==> src/rtl/bus_arbiter.sv <==
// Two-port round-robin arbiter sharing one downstream request/response channel.
// Each port owns a one-deep pending slot; one downstream transaction is outstanding at a time.
module bus_arbiter (
  input  logic        clk,
  input  logic        rstn,
  input  logic        fetch_request_enable,
  input  logic        freq_mode,
  input  logic [31:0] freq_addr,
  input  logic [31:0] freq_wdata,
  input  logic [3:0]  freq_wstrb,
  output logic        fetch_response_enable,
  output logic [31:0] fresp_data,
  input  logic        mem_request_enable,
  input  logic        mreq_mode,
  input  logic [31:0] mreq_addr,
  input  logic [31:0] mreq_wdata,
  input  logic [3:0]  mreq_wstrb,
  output logic        mem_response_enable,
  output logic [31:0] mresp_data,
  output logic        request_enable,
  output logic        req_mode,
  output logic [31:0] req_addr,
  output logic [31:0] req_wdata,
  output logic [3:0]  req_wstrb,
  output logic        req_source,
  input  logic        response_enable,
  input  logic [31:0] resp_data,
  output logic        busy,
  output logic        err_overflow
);

  typedef enum logic [0:0] {
    ST_IDLE = 1'b0,
    ST_WAIT = 1'b1
  } state_t;

  state_t      r_state;
  state_t      w_state_nxt;
  logic        w_grant_fire;
  logic        w_grant_src;
  logic        w_resp_fire;
  logic        r_last_grant;

  logic        w_in_pulse [2];
  logic        w_in_mode  [2];
  logic [31:0] w_in_addr  [2];
  logic [31:0] w_in_wdata [2];
  logic [3:0]  w_in_wstrb [2];

  logic        r_slot_valid [2];
  logic        r_slot_mode  [2];
  logic [31:0] r_slot_addr  [2];
  logic [31:0] r_slot_wdata [2];
  logic [3:0]  r_slot_wstrb [2];
  logic        w_slot_clr   [2];
  logic        w_drop       [2];

  logic        r_request_enable;
  logic        r_req_mode;
  logic [31:0] r_req_addr;
  logic [31:0] r_req_wdata;
  logic [3:0]  r_req_wstrb;
  logic        r_req_source;
  logic        r_fetch_resp_en;
  logic        r_mem_resp_en;
  logic [31:0] r_fresp_data;
  logic [31:0] r_mresp_data;
  logic        r_busy;
  logic        r_err_overflow;

  // Index 0 is the fetch port, index 1 the mem port, matching req_source encoding.
  assign w_in_pulse[0] = fetch_request_enable;
  assign w_in_mode[0]  = freq_mode;
  assign w_in_addr[0]  = freq_addr;
  assign w_in_wdata[0] = freq_wdata;
  assign w_in_wstrb[0] = freq_wstrb;
  assign w_in_pulse[1] = mem_request_enable;
  assign w_in_mode[1]  = mreq_mode;
  assign w_in_addr[1]  = mreq_addr;
  assign w_in_wdata[1] = mreq_wdata;
  assign w_in_wstrb[1] = mreq_wstrb;

  // FSM state register.
  always_ff @(posedge clk or negedge rstn) begin
    if (!rstn) begin
      r_state <= ST_IDLE;
    end else begin
      r_state <= w_state_nxt;
    end
  end

  // Next-state, grant selection and response detection.
  always_comb begin
    w_state_nxt  = r_state;
    w_grant_fire = 1'b0;
    w_grant_src  = 1'b0;
    w_resp_fire  = 1'b0;
    case (r_state)
      ST_IDLE: begin
        if (r_slot_valid[0] || r_slot_valid[1]) begin
          w_grant_fire = 1'b1;
          w_state_nxt  = ST_WAIT;
          if (r_slot_valid[0] && r_slot_valid[1]) begin
            w_grant_src = ~r_last_grant;
          end else begin
            w_grant_src = r_slot_valid[1];
          end
        end else begin
          w_state_nxt = ST_IDLE;
        end
      end
      ST_WAIT: begin
        if (response_enable) begin
          w_resp_fire = 1'b1;
          w_state_nxt = ST_IDLE;
        end else begin
          w_state_nxt = ST_WAIT;
        end
      end
      default: begin
        w_state_nxt = ST_IDLE;
      end
    endcase
  end

  // Slot of the granted port is freed on the edge its response is accepted.
  always_comb begin
    w_slot_clr[0] = 1'b0;
    w_slot_clr[1] = 1'b0;
    if (w_resp_fire) begin
      w_slot_clr[0] = ~r_req_source;
      w_slot_clr[1] = r_req_source;
    end else begin
      w_slot_clr[0] = 1'b0;
      w_slot_clr[1] = 1'b0;
    end
  end

  for (genvar g = 0; g < 2; g++) begin : g_slot
    // A freed slot can be refilled on the same edge it clears.
    assign w_drop[g] = w_in_pulse[g] & r_slot_valid[g] & ~w_slot_clr[g];

    // Per-port pending request slot.
    always_ff @(posedge clk or negedge rstn) begin
      if (!rstn) begin
        r_slot_valid[g] <= 1'b0;
        r_slot_mode[g]  <= 1'b0;
        r_slot_addr[g]  <= 32'h0000_0000;
        r_slot_wdata[g] <= 32'h0000_0000;
        r_slot_wstrb[g] <= 4'h0;
      end else if (w_in_pulse[g] && !w_drop[g]) begin
        r_slot_valid[g] <= 1'b1;
        r_slot_mode[g]  <= w_in_mode[g];
        r_slot_addr[g]  <= w_in_addr[g];
        r_slot_wdata[g] <= w_in_wdata[g];
        r_slot_wstrb[g] <= w_in_wstrb[g];
      end else if (w_slot_clr[g]) begin
        r_slot_valid[g] <= 1'b0;
      end
    end
  end

  // Downstream request fields, held from one grant to the next.
  always_ff @(posedge clk or negedge rstn) begin
    if (!rstn) begin
      r_request_enable <= 1'b0;
      r_req_mode       <= 1'b0;
      r_req_addr       <= 32'h0000_0000;
      r_req_wdata      <= 32'h0000_0000;
      r_req_wstrb      <= 4'h0;
      r_req_source     <= 1'b0;
      r_last_grant     <= 1'b1;
    end else begin
      r_request_enable <= w_grant_fire;
      if (w_grant_fire) begin
        r_req_mode   <= r_slot_mode[w_grant_src];
        r_req_addr   <= r_slot_addr[w_grant_src];
        r_req_wdata  <= r_slot_wdata[w_grant_src];
        r_req_wstrb  <= r_slot_wstrb[w_grant_src];
        r_req_source <= w_grant_src;
        r_last_grant <= w_grant_src;
      end
    end
  end

  // Upstream responses, status and the sticky overflow flag.
  always_ff @(posedge clk or negedge rstn) begin
    if (!rstn) begin
      r_fetch_resp_en <= 1'b0;
      r_mem_resp_en   <= 1'b0;
      r_fresp_data    <= 32'h0000_0000;
      r_mresp_data    <= 32'h0000_0000;
      r_busy          <= 1'b0;
      r_err_overflow  <= 1'b0;
    end else begin
      r_fetch_resp_en <= w_resp_fire & ~r_req_source;
      r_mem_resp_en   <= w_resp_fire & r_req_source;
      if (w_resp_fire && !r_req_source) begin
        r_fresp_data <= resp_data;
      end
      if (w_resp_fire && r_req_source) begin
        r_mresp_data <= resp_data;
      end
      r_busy <= (w_state_nxt == ST_WAIT);
      if (w_drop[0] || w_drop[1]) begin
        r_err_overflow <= 1'b1;
      end
    end
  end

  assign request_enable        = r_request_enable;
  assign req_mode              = r_req_mode;
  assign req_addr              = r_req_addr;
  assign req_wdata             = r_req_wdata;
  assign req_wstrb             = r_req_wstrb;
  assign req_source            = r_req_source;
  assign fetch_response_enable = r_fetch_resp_en;
  assign mem_response_enable   = r_mem_resp_en;
  assign fresp_data            = r_fresp_data;
  assign mresp_data            = r_mresp_data;
  assign busy                  = r_busy;
  assign err_overflow          = r_err_overflow;

endmodule

==> config.mk <==
export PLATFORM = sky130hd
export DESIGN_NAME = bus_arbiter
export DESIGN_NICKNAME = d
export VERILOG_FILES = /design/src/rtl/bus_arbiter.sv
export SDC_FILE = /design/constraint.sdc
export NUM_CORES = 1
export LEC_CHECK = 0
export CORE_MARGIN = 2
export CORE_UTILIZATION = 48
export DETAILED_ROUTE_END_ITERATION = 7
export PLACE_DENSITY = 0.86
export SYNTH_ARGS = -nofsm -noshare
export SYNTH_HDL_FRONTEND = slang
export SYNTH_SLANG_ARGS = --single-unit
==> constraint.sdc <==
create_clock -name clk -period 1.8 [get_ports clk]
set_input_delay 0.18 -clock clk [delete_from_list [all_inputs] [get_ports clk]]
set_output_delay 0.18 -clock clk [all_outputs]
set_load 0.02 [all_outputs]
==> results.yml, run 1 <==
detailed_routing:
  wl_per_cell_um: 21.53
  met3_wirelength_um: 2864
  drc_errors: 0
  avgViaCountPerCell: 5.728
  drt_iter0_markers: 486
  m1WireLength_um: 12570
  drt.antenna.violating_nets: 0
  drtPass1Iterations: 5
  wl_um: 32400
  wl_met2_um: 16050
  num_vias: 8621
  top_layer_used: "met4"
finish:
  drive_gt1_frac: 0.2344
  final_cells: 1505
  area_growth_pct: 40.90
  antenna_cells: 0
  nFillCells: 1647
  finalNetCount: 1342
  fin_area_um2: 16070
cts:
  clk_latency_ns: 0.54
  numCtsBuffers: 29
  h-tree-depth: 1
  clock_path_buffers: 3
  clock_sinks: 280
  cts_tree: "done"
  path_clk_slew_ns: 0.06
  clockRootBuffer: "clkbuf_16"
grt:
  grt_pass1_vias: 8881
  gr-total-overflow: 0
  track_usage: 0.2559
  antenna_found_initial: 0
  grt_max_degree: 71
  grt_pass1_wl_um: 49690
logic_synthesis:
  syn_inst: 861
  synth.area.top_cells: "dfrtp_1 61%, mux2_2 18%, o2111ai_1 5.3%"
  ys_ff_latch: 280
  syn_nets: 1036
  synth_area_um2: 11400
  netlist.area_leader.share: 0.6122
  synth_edf_count: 0
  postSynth.asyncResetShare: 1.000
  avgSynthCellArea_um2: 13.24
  synth_top_area_cell: "dfrtp_1"
  ys.flop_type: "dfrtp_1"
  yosys_warnings: 0
  yosysSeqAreaShare: 0.6145
  ys_types: 26
pwr:
  switchingPower_mw: 11.35
  p_clk_frac: 0.178
  ir_worst_vdd_v: 0.001306
  p_total_mw: 30.92
  power_frac_comb: 0.455
  swShare: 0.3671
  leakage_nw: 6.466
  p_per_area_nw_per_um2: 1925
  p_seq_frac: 0.367
  p_int_mw: 19.57
critical_path:
  rr_startpoint: "req_source"
  worst-path-max-fanout: 2
  critPathKind: "reg -> out"
  path_cells: "clkdlybuf4s50_1"
  crit_path_start: "fresp_data[21]"
  worstPathRequired_ns: 1.62
  reg2reg_to: "r_slot_addr[32]"
  end_kind: "output pin"
  max_stage_delay_ns: 0.65
  rr_worst_depth: 5
  r2r_slack_ns: 0.16
  startpoint_type: "register"
  slowest_stage: "clkdlybuf4s50_1"
  path_buf_inv: 1
  crit_arrival_ns: 1.58
  critPathTopFamily: "buffers and inverters"
floorplan:
  rows: 56
  fp.dieH_um: 158.1
  core-area_um2: 23400
  io_pins: 314
  dieArea_um2: 25010
  die_width_um: 158.1
  start_util: 0.4873
timing:
  slew_violations: 0
  setup_ws_ns: 0.03788
  rsz0062_at_grt: "false"
  worst_pin_slew_ns: 0.6083
  setup_tns_ns: 0
  finalHoldViolations: 0
  min_period_ns: 1.762
  fin_skew_ns: 0.01552
  timing.final.crit_share: 0.9790
  max_freq_mhz: 567.5
  relSlewSlack: 0.5944
  setup_viol: 0
job:
  drv_cap: 0
place:
  dp_slack_ns: -0.2523
  io_buffers: 313
  dp_cells: 1452
  dp_hpwl_um: 21420
  dpl_cell_area_um2: 15150
  gp_congestion: 0.8091
worst_hold_path:
  hold_class: "in -> async"
status:
  outcome: "finished clean"
==> what timing repair did <==
action	CTS	global route
buffers inserted	0	2
gates resized for setup	2	5
pin swaps	0	1
hold endpoints to repair	191	0
endpoints found under the setup margin	2	36
hold buffers	1	0
==> layer usage <==
layer	GRT usage	up-vias
met5	0	-
met2	0.4447	388
li1	-	3812
met4	0.07164	0
met1	0.3188	4364
met3	0.06296	57
==> power by group through the flow <==
stage / Clock [mW] / Sequential, mW / Combinational (mW)
2_1_floorplan: 0 / 12.9 / 6.13
3_3_place_gp: 0 / 11.2 / 13.7
3_5_place_dp: 0 / 11.4 / 14.1
5_1_grt: 5.89 / 11.7 / 15.1
4_1_cts: 5.62 / 11.3 / 14.1
6_report: 5.50 / 11.4 / 14.1
==> cells in the mapped netlist (all sizes together) (2+ instances only) <==
| cell | number |
|---|---|
| dfrtp | 279 |
| mux2 | 202 |
| o21ai | 71 |
| a31oi | 70 |
| nor2 | 69 |
| o2111ai | 69 |
| clkbuf | 54 |
| buf | 27 |
| inv | 4 |
| a21boi | 2 |
| a21o | 2 |
| clkinv | 2 |
| nand2 | 2 |
| nand3 | 2 |
==> state kept, by name, summed over array words and instances, names as in the netlist, 4 cells and up <==
| register | cells |
|---|---|
| r_slot_wstrb | 8 |
| req_addr | 32 |
| r_slot_addr | 64 |
| req_wstrb | 4 |
| r_slot_wdata | 64 |
| req_wdata | 32 |
| mresp_data | 32 |
| fresp_data | 32 |
==> layout by cell type (no fill, tap or decap), types with 2 or more instances in the layout <==
cell / instances
buf_12: 20
mux2_2: 182
inv_1: 2
mux2_1: 20
o21ai_0: 71
clkdlybuf4s50_1: 305
nand2_1: 2
dlymetal6s2s_1: 5
nor2_1: 69
clkinv_2: 5
a21o_1: 2
buf_4: 22
a31oi_1: 70
clkbuf_16: 29
clkbuf_8: 4
clkinvlp_4: 3
a21boi_4: 2
dfrtp_1: 278
dlygate4sd2_1: 2
clkbuf_1: 8
o2111ai_1: 69
inv_2: 3
==> logic make-up after synthesis <==
| logic type | synth area share |
|---|---|
| AOI/OAI and AO/OA | 0.1271 |
| buffers and inverters | 0.03248 |
| DFF | 0.6145 |
| muxes | 0.1995 |
| and+or+nand+nor | 0.02644 |
==> through the flow <==
stage | hold slack [ns] | utilization
2_1_floorplan | -0.1156 | -
3_3_place_gp | 0.1252 | 0.6475
3_5_place_dp | 0.1287 | 0.6475
4_1_cts | 0.1512 | 0.6849
5_1_grt | 0.1625 | 0.6866
6_report | 0.1655 | 0.6866
==> worst max path at each step <==
stage / endpoint / cells after the start
6_report: fresp_data[21] / 1
4_1_cts: r_slot_addr[32] / 4
2_1_floorplan: r_slot_wdata[50] / 6
3_5_place_dp: r_slot_addr[32] / 5
5_1_grt: req_addr[21] / 1
3_3_place_gp: r_slot_addr[32] / 5
==> final cells by class <==
type	instances	area [µm²]	share of cell area
Clock inverter	9	56.30	0.003504
Sequential cell	280	7009	0.4362
Tap cell	319	399.1	0.02484
Clock buffer	41	810.8	0.05046
Timing Repair Buffer	356	3724	0.2317
Inverter	6	25.02	0.001557
Multi-Input combinational cell	494	4044	0.2517
Note: power is estimated with default switching activity, not from simulation.
==> run 2, diff against run 1 <==
Settings changed: CTS_CLUSTER_SIZE from default to 24.
==> results of run 2 <==
The final DEF is identical to that of run 1; final timing and power are the same.
==> edit 1, RTL diff (flow settings as in run 2) <==
Add an input register stage for `freq_wdata`, without a reset; this delays it by one clock. The other inputs are not delayed to match.
--- a/src/rtl/bus_arbiter.sv
+++ b/src/rtl/bus_arbiter.sv
@@ -34,6 +34,12 @@
     ST_WAIT = 1'b1
   } state_t;
 
+  logic [31:0] freq_wdata_q;
+
+  always_ff @(posedge clk) begin
+    freq_wdata_q <= freq_wdata;
+  end
+
   state_t      r_state;
   state_t      w_state_nxt;
   logic        w_grant_fire;
@@ -72,7 +78,7 @@
   assign w_in_pulse[0] = fetch_request_enable;
   assign w_in_mode[0]  = freq_mode;
   assign w_in_addr[0]  = freq_addr;
-  assign w_in_wdata[0] = freq_wdata;
+  assign w_in_wdata[0] = freq_wdata_q;
   assign w_in_wstrb[0] = freq_wstrb;
   assign w_in_pulse[1] = mem_request_enable;
   assign w_in_mode[1]  = mreq_mode;
Function: changed (a bounded check fails within 4 cycles, from zero or initial values and one cycle with rstn low).
==> edit 1 against run 2 <==
Sequential power increased by 7%; non-clock buffer count decreased by 6; sequential cell count increased by 32; register-to-register slack got worse by 40 ps; count of clock-buffer cells in the layout increased by 5; final area increased by 4.2%; first-iteration DRC count increased by 43%; setup slack improved by 7.8 ps; wire length increased by 1.5%; clock skew increased by 11 ps; sequential share of layout area increased by 2.1 points; power increased by 5.2%; area after synthesis increased by 5.6%; critical endpoint is now req_wdata[23]; highest routed layer is now met5.
==> edit 1: results (changes against run 2) <==
| Metric | Value |
|---|---|
| Syn Nets | 1068 (+3.1%) |
| Max incr delay on CP | 620 ps (-30 ps) |
| CTS Buf Count | 31 (+6.9%) |
| Fillers | 1700 (+3.2%) |
| CP Launch Point | req_wdata[23] |
| Static Leak | 6.749 nW (+4.4%) |
| Aggregate routed wire length | 32900 um (+1.5%) |
| Worst slew pin tran | 570.6 ps (-37.77 ps) |
| Seq/Total Area, Yosys | 0.6351 (+0.02050) |
| Routed vias | 8909 (+3.3%) |
| Average size of a mapped cell | 13.49 um^2 (+1.8%) |
| Largest net degree at the start of global routing | 78 (+9.9%) |
| Number of global-route vias before repair | 9187 (+3.4%) |
| Mux cell area share after synthesis | 0.1889 (-0.01061) |
| Initial drt markers | 694 (+43%) |
| Status | finished clean |
| Clk_lat worst skew | 560 ps (+20 ps) |
| Unique masters post-synth | 27 (+3.8%) |
| Avg WL per Cell | 21.32 um (-0.95%) |
| Top cells by area, synth | dfrtp_1, mux2_2, dfxtp_1 |
| Initial antenna violation count | 3 (+3) |
| Dpl hpwl | 21390 um (-0.14%) |
| Clock skew | 26.21 ps (+10.70 ps) |
| Share of layout cells above drive strength 1 | 0.2268 (-0.007614) |
| Hold WC Path Type | primary input to flop |
| Placed cell count | 1485 (+2.3%) |
edit 1: cell type report:
type                    instances  area, um^2  area share
flip-flops and latches        312        7652      0.4569
multi-input cells             494        4044      0.2414
repair buffers                350        3598      0.2149
inverters                       6       25.02    0.001494
clock buffers                  46       892.1     0.05326
diodes                          2       5.005   0.0002988
well taps                     324       405.4     0.02420
clock inverters                 9       126.4    0.007545
edit 1: what timing repair did:
| action | CTS | global route |
|---|---|---|
| hold buffers | 1 | 0 |
| pin swaps | 0 | 0 |
| setup endpoints to repair | 2 | 3 |
| gates resized for setup | 2 | 3 |
| hold endpoints to repair | 235 | 0 |
edit 1: where the power goes:
group          total, mW  internal, mW  switching, mW
Clock               6.47          3.83           2.64
Combinational       13.9          6.74           7.14
Sequential          12.2          10.3           1.86
edit 1: cell families after synthesis:
family | count (synthesis)
AOI/OAI and AO/OA | 216
buffers and inverters | 87
DFF | 312
muxes | 202
and+or+nand+nor | 76
edit 1: worst register-to-register path: stages (launching register included):
cell and delay [ps]:
dfrtp_1 400, nand3b_1 230, a21boi_4 280, buf_12 260, mux2_2 400
edit 1: worst paths after layout:
kind,to,slack (ps),cells after the start
setup / recovery,req_wdata[23],50,1
hold / removal,freq_wdata_q[24],60,1
setup reg to reg,r_slot_wdata[40],120,4
hold reg to reg,r_slot_wdata[50],450,1
max in group asynchronous,mresp_data[22],970,3
min in group asynchronous,req_addr[13],130,2
edit 1: per-layer routing:
metal | part of all wire | up-vias | track usage | routed length [um]
met4 | 0.024 | 2 | 0.07804 | 805
met1 | 0.40 | 4491 | 0.3314 | 13120
li1 | - | 3902 | - | -
met2 | 0.50 | 452 | 0.4172 | 16370
met5 | 0.00040 | - | 0 | 13
met3 | 0.079 | 62 | 0.04736 | 2584
edit 1: per-stage QoR:
step	setup slack (ps)	utilization	TNS [ps]	instance area, um^2
2_1_floorplan	11.26	-	0	12040
3_3_place_gp	-86.10	0.6422	-4068	15710
3_5_place_dp	-109.6	0.6422	-7134	15710
4_1_cts	5.845	0.6842	0	16740
5_1_grt	13.04	0.6847	0	16750
6_report	45.68	0.6847	0	16750
==> edit 2, RTL diff (flow settings as in run 2) <==
Made on the original files. Make the reset (`rstn`) synchronous in 4 clocked blocks.
--- a/src/rtl/bus_arbiter.sv
+++ b/src/rtl/bus_arbiter.sv
@@ -81,7 +81,7 @@
   assign w_in_wstrb[1] = mreq_wstrb;
 
   // FSM state register.
-  always_ff @(posedge clk or negedge rstn) begin
+  always_ff @(posedge clk) begin
     if (!rstn) begin
       r_state <= ST_IDLE;
     end else begin
@@ -141,7 +141,7 @@
     assign w_drop[g] = w_in_pulse[g] & r_slot_valid[g] & ~w_slot_clr[g];
 
     // Per-port pending request slot.
-    always_ff @(posedge clk or negedge rstn) begin
+    always_ff @(posedge clk) begin
       if (!rstn) begin
         r_slot_valid[g] <= 1'b0;
         r_slot_mode[g]  <= 1'b0;
@@ -161,7 +161,7 @@
   end
 
   // Downstream request fields, held from one grant to the next.
-  always_ff @(posedge clk or negedge rstn) begin
+  always_ff @(posedge clk) begin
     if (!rstn) begin
       r_request_enable <= 1'b0;
       r_req_mode       <= 1'b0;
@@ -184,7 +184,7 @@
   end
 
   // Upstream responses, status and the sticky overflow flag.
-  always_ff @(posedge clk or negedge rstn) begin
+  always_ff @(posedge clk) begin
     if (!rstn) begin
       r_fetch_resp_en <= 1'b0;
       r_mem_resp_en   <= 1'b0;
Check against the original RTL: differs if rstn is asserted again (counterexample within 4 cycles, from zero or initial values and one cycle with rstn low); with rstn held inactive, the same outputs for 4 cycles.
==> edit 2 against run 2 <==
Critical path depth is the same; synthesized cell count grew 17%; setup slack gained 26 ps; cell count grew 9.0%; wire length shrank 4.4%; area after synthesis is essentially flat; sequential cell count is the same; register-to-register slack lost 50 ps; final area shrank 0.23%.
Power is not compared: it rests on default switching activity, and its combinational part moved more than twofold at a synthesized area within 25%.
==> edit 2: results (changes against run 2) <==
| Metric | Value |
|---|---|
| Final weighted congestion in routability-driven placement | 0.8594 (+6.2%) |
| Routed vias | 8790 (+2.0%) |
| Unique masters post-synth | 33 (+27%) |
| Delay-heaviest family, CP | buffers and inverters |
| Top cells by area, synth | edfxtp_1, dfxtp_1, and2_1 |
| Mux cell area share after synthesis | 0.0008775 (-0.1986) |
| Aggregate routed wire length | 30960 um (-4.4%) |
| Vias/cell | 5.356 (-6.5%) |
| Largest net degree at the start of global routing | 79 (+11%) |
| Synth cell count leaders | dfxtp_1, and2_1, edfxtp_1 |
| Routing usage on met1 | 0.3064 (-0.01240) |
| First-pass GRT wire length | 46780 um (-5.9%) |
| R2R cell count | 4 (-1) |
| Dpl hpwl | 20770 um (-3.0%) |
| DR top layer | met4 |
| GR Layer Usage met3 | 0.03258 (-0.03039) |
| R2r setup slk | 110 ps (-50 ps) |
| Worst setup margin | 64.33 ps (+26.45 ps) |
| CP Launch Point | req_wdata[13] |
| Worst hold slack | 227.0 ps (+61.53 ps) |
| Placed cell area | 15080 um^2 (-0.49%) |
| Syn Nets | 1185 (+14%) |
| Number of global-route vias before repair | 8707 (-2.0%) |
| Fillers | 1758 (+6.7%) |
| Hold WC Path Type | primary input to flop |
| Ys async rst share | 0 (-1.000) |
| Clk slew on worst S/H paths | 70 ps |
| R2R Path End | req_wstrb[2] |
| Final #Nets | 1472 (+9.7%) |
| Wl on met1 | 12480 um (-0.73%) |
| WP data arrival | 1560 ps (-20 ps) |
| DR WL met3 | 1678 um (-41%) |
| Total GRT Usage | 0.2403 (-0.01557) |
| Setup WS pre-CTS | -32.73 ps (+219.6 ps) |
| Compound-Gate Fraction of Synth Area | 0.1401 (+0.01301) |
| Initial antenna violation count | 2 (+2) |
| Initial drt markers | 608 (+25%) |
| Share of layout cells above drive strength 1 | 0.06444 (-0.1700) |
| Met2 Usage GRT | 0.4159 (-0.02878) |
| Syn Inst Count | 1010 (+17%) |
| Seq/Total Area, Yosys | 0.6125 (-0.002067) |
| Worst slew pin tran | 458.8 ps (-149.5 ps) |
| Post-synth EDFFs | 138 (+138) |
| CP Capture Point | req_wdata[13] |
| FF-to-FF Start | r_slot_valid[0] |
| Status | finished clean |
edit 2: changes by cell type in the layout (fill, tap and decap cells not counted), moves of 70 or more:
cell / before / now
dfxtp_1: 0 / 142
and2_1: 0 / 137
edfxtp_1: 0 / 138
mux2_2: 182 / 0
dfrtp_1: 278 / 0
nand2b_1: 0 / 70
o21ai_0: 71 / 0
nand2_1: 2 / 134
edit 2: cell type report:
type / instances / area, um^2 / share of cell area
antenna: 3 / 7.507 / 0.0004683
clock buffer: 42 / 814.5 / 0.05081
clock inverter: 10 / 121.4 / 0.007571
inverter: 2 / 7.507 / 0.0004683
multi-input combinational: 638 / 4073 / 0.2541
sequential: 280 / 6987 / 0.4358
tap: 319 / 399.1 / 0.02490
timing repair buffer: 347 / 3621 / 0.2259
edit 2: logic make-up (layout without fill, tap and decap cells):
family	after synthesis	in the layout
other	0	3
muxes	1	1
DFF	280	280
AOI/OAI and AO/OA	212	212
buffers and inverters	92	401
and+or+nand+nor	425	425
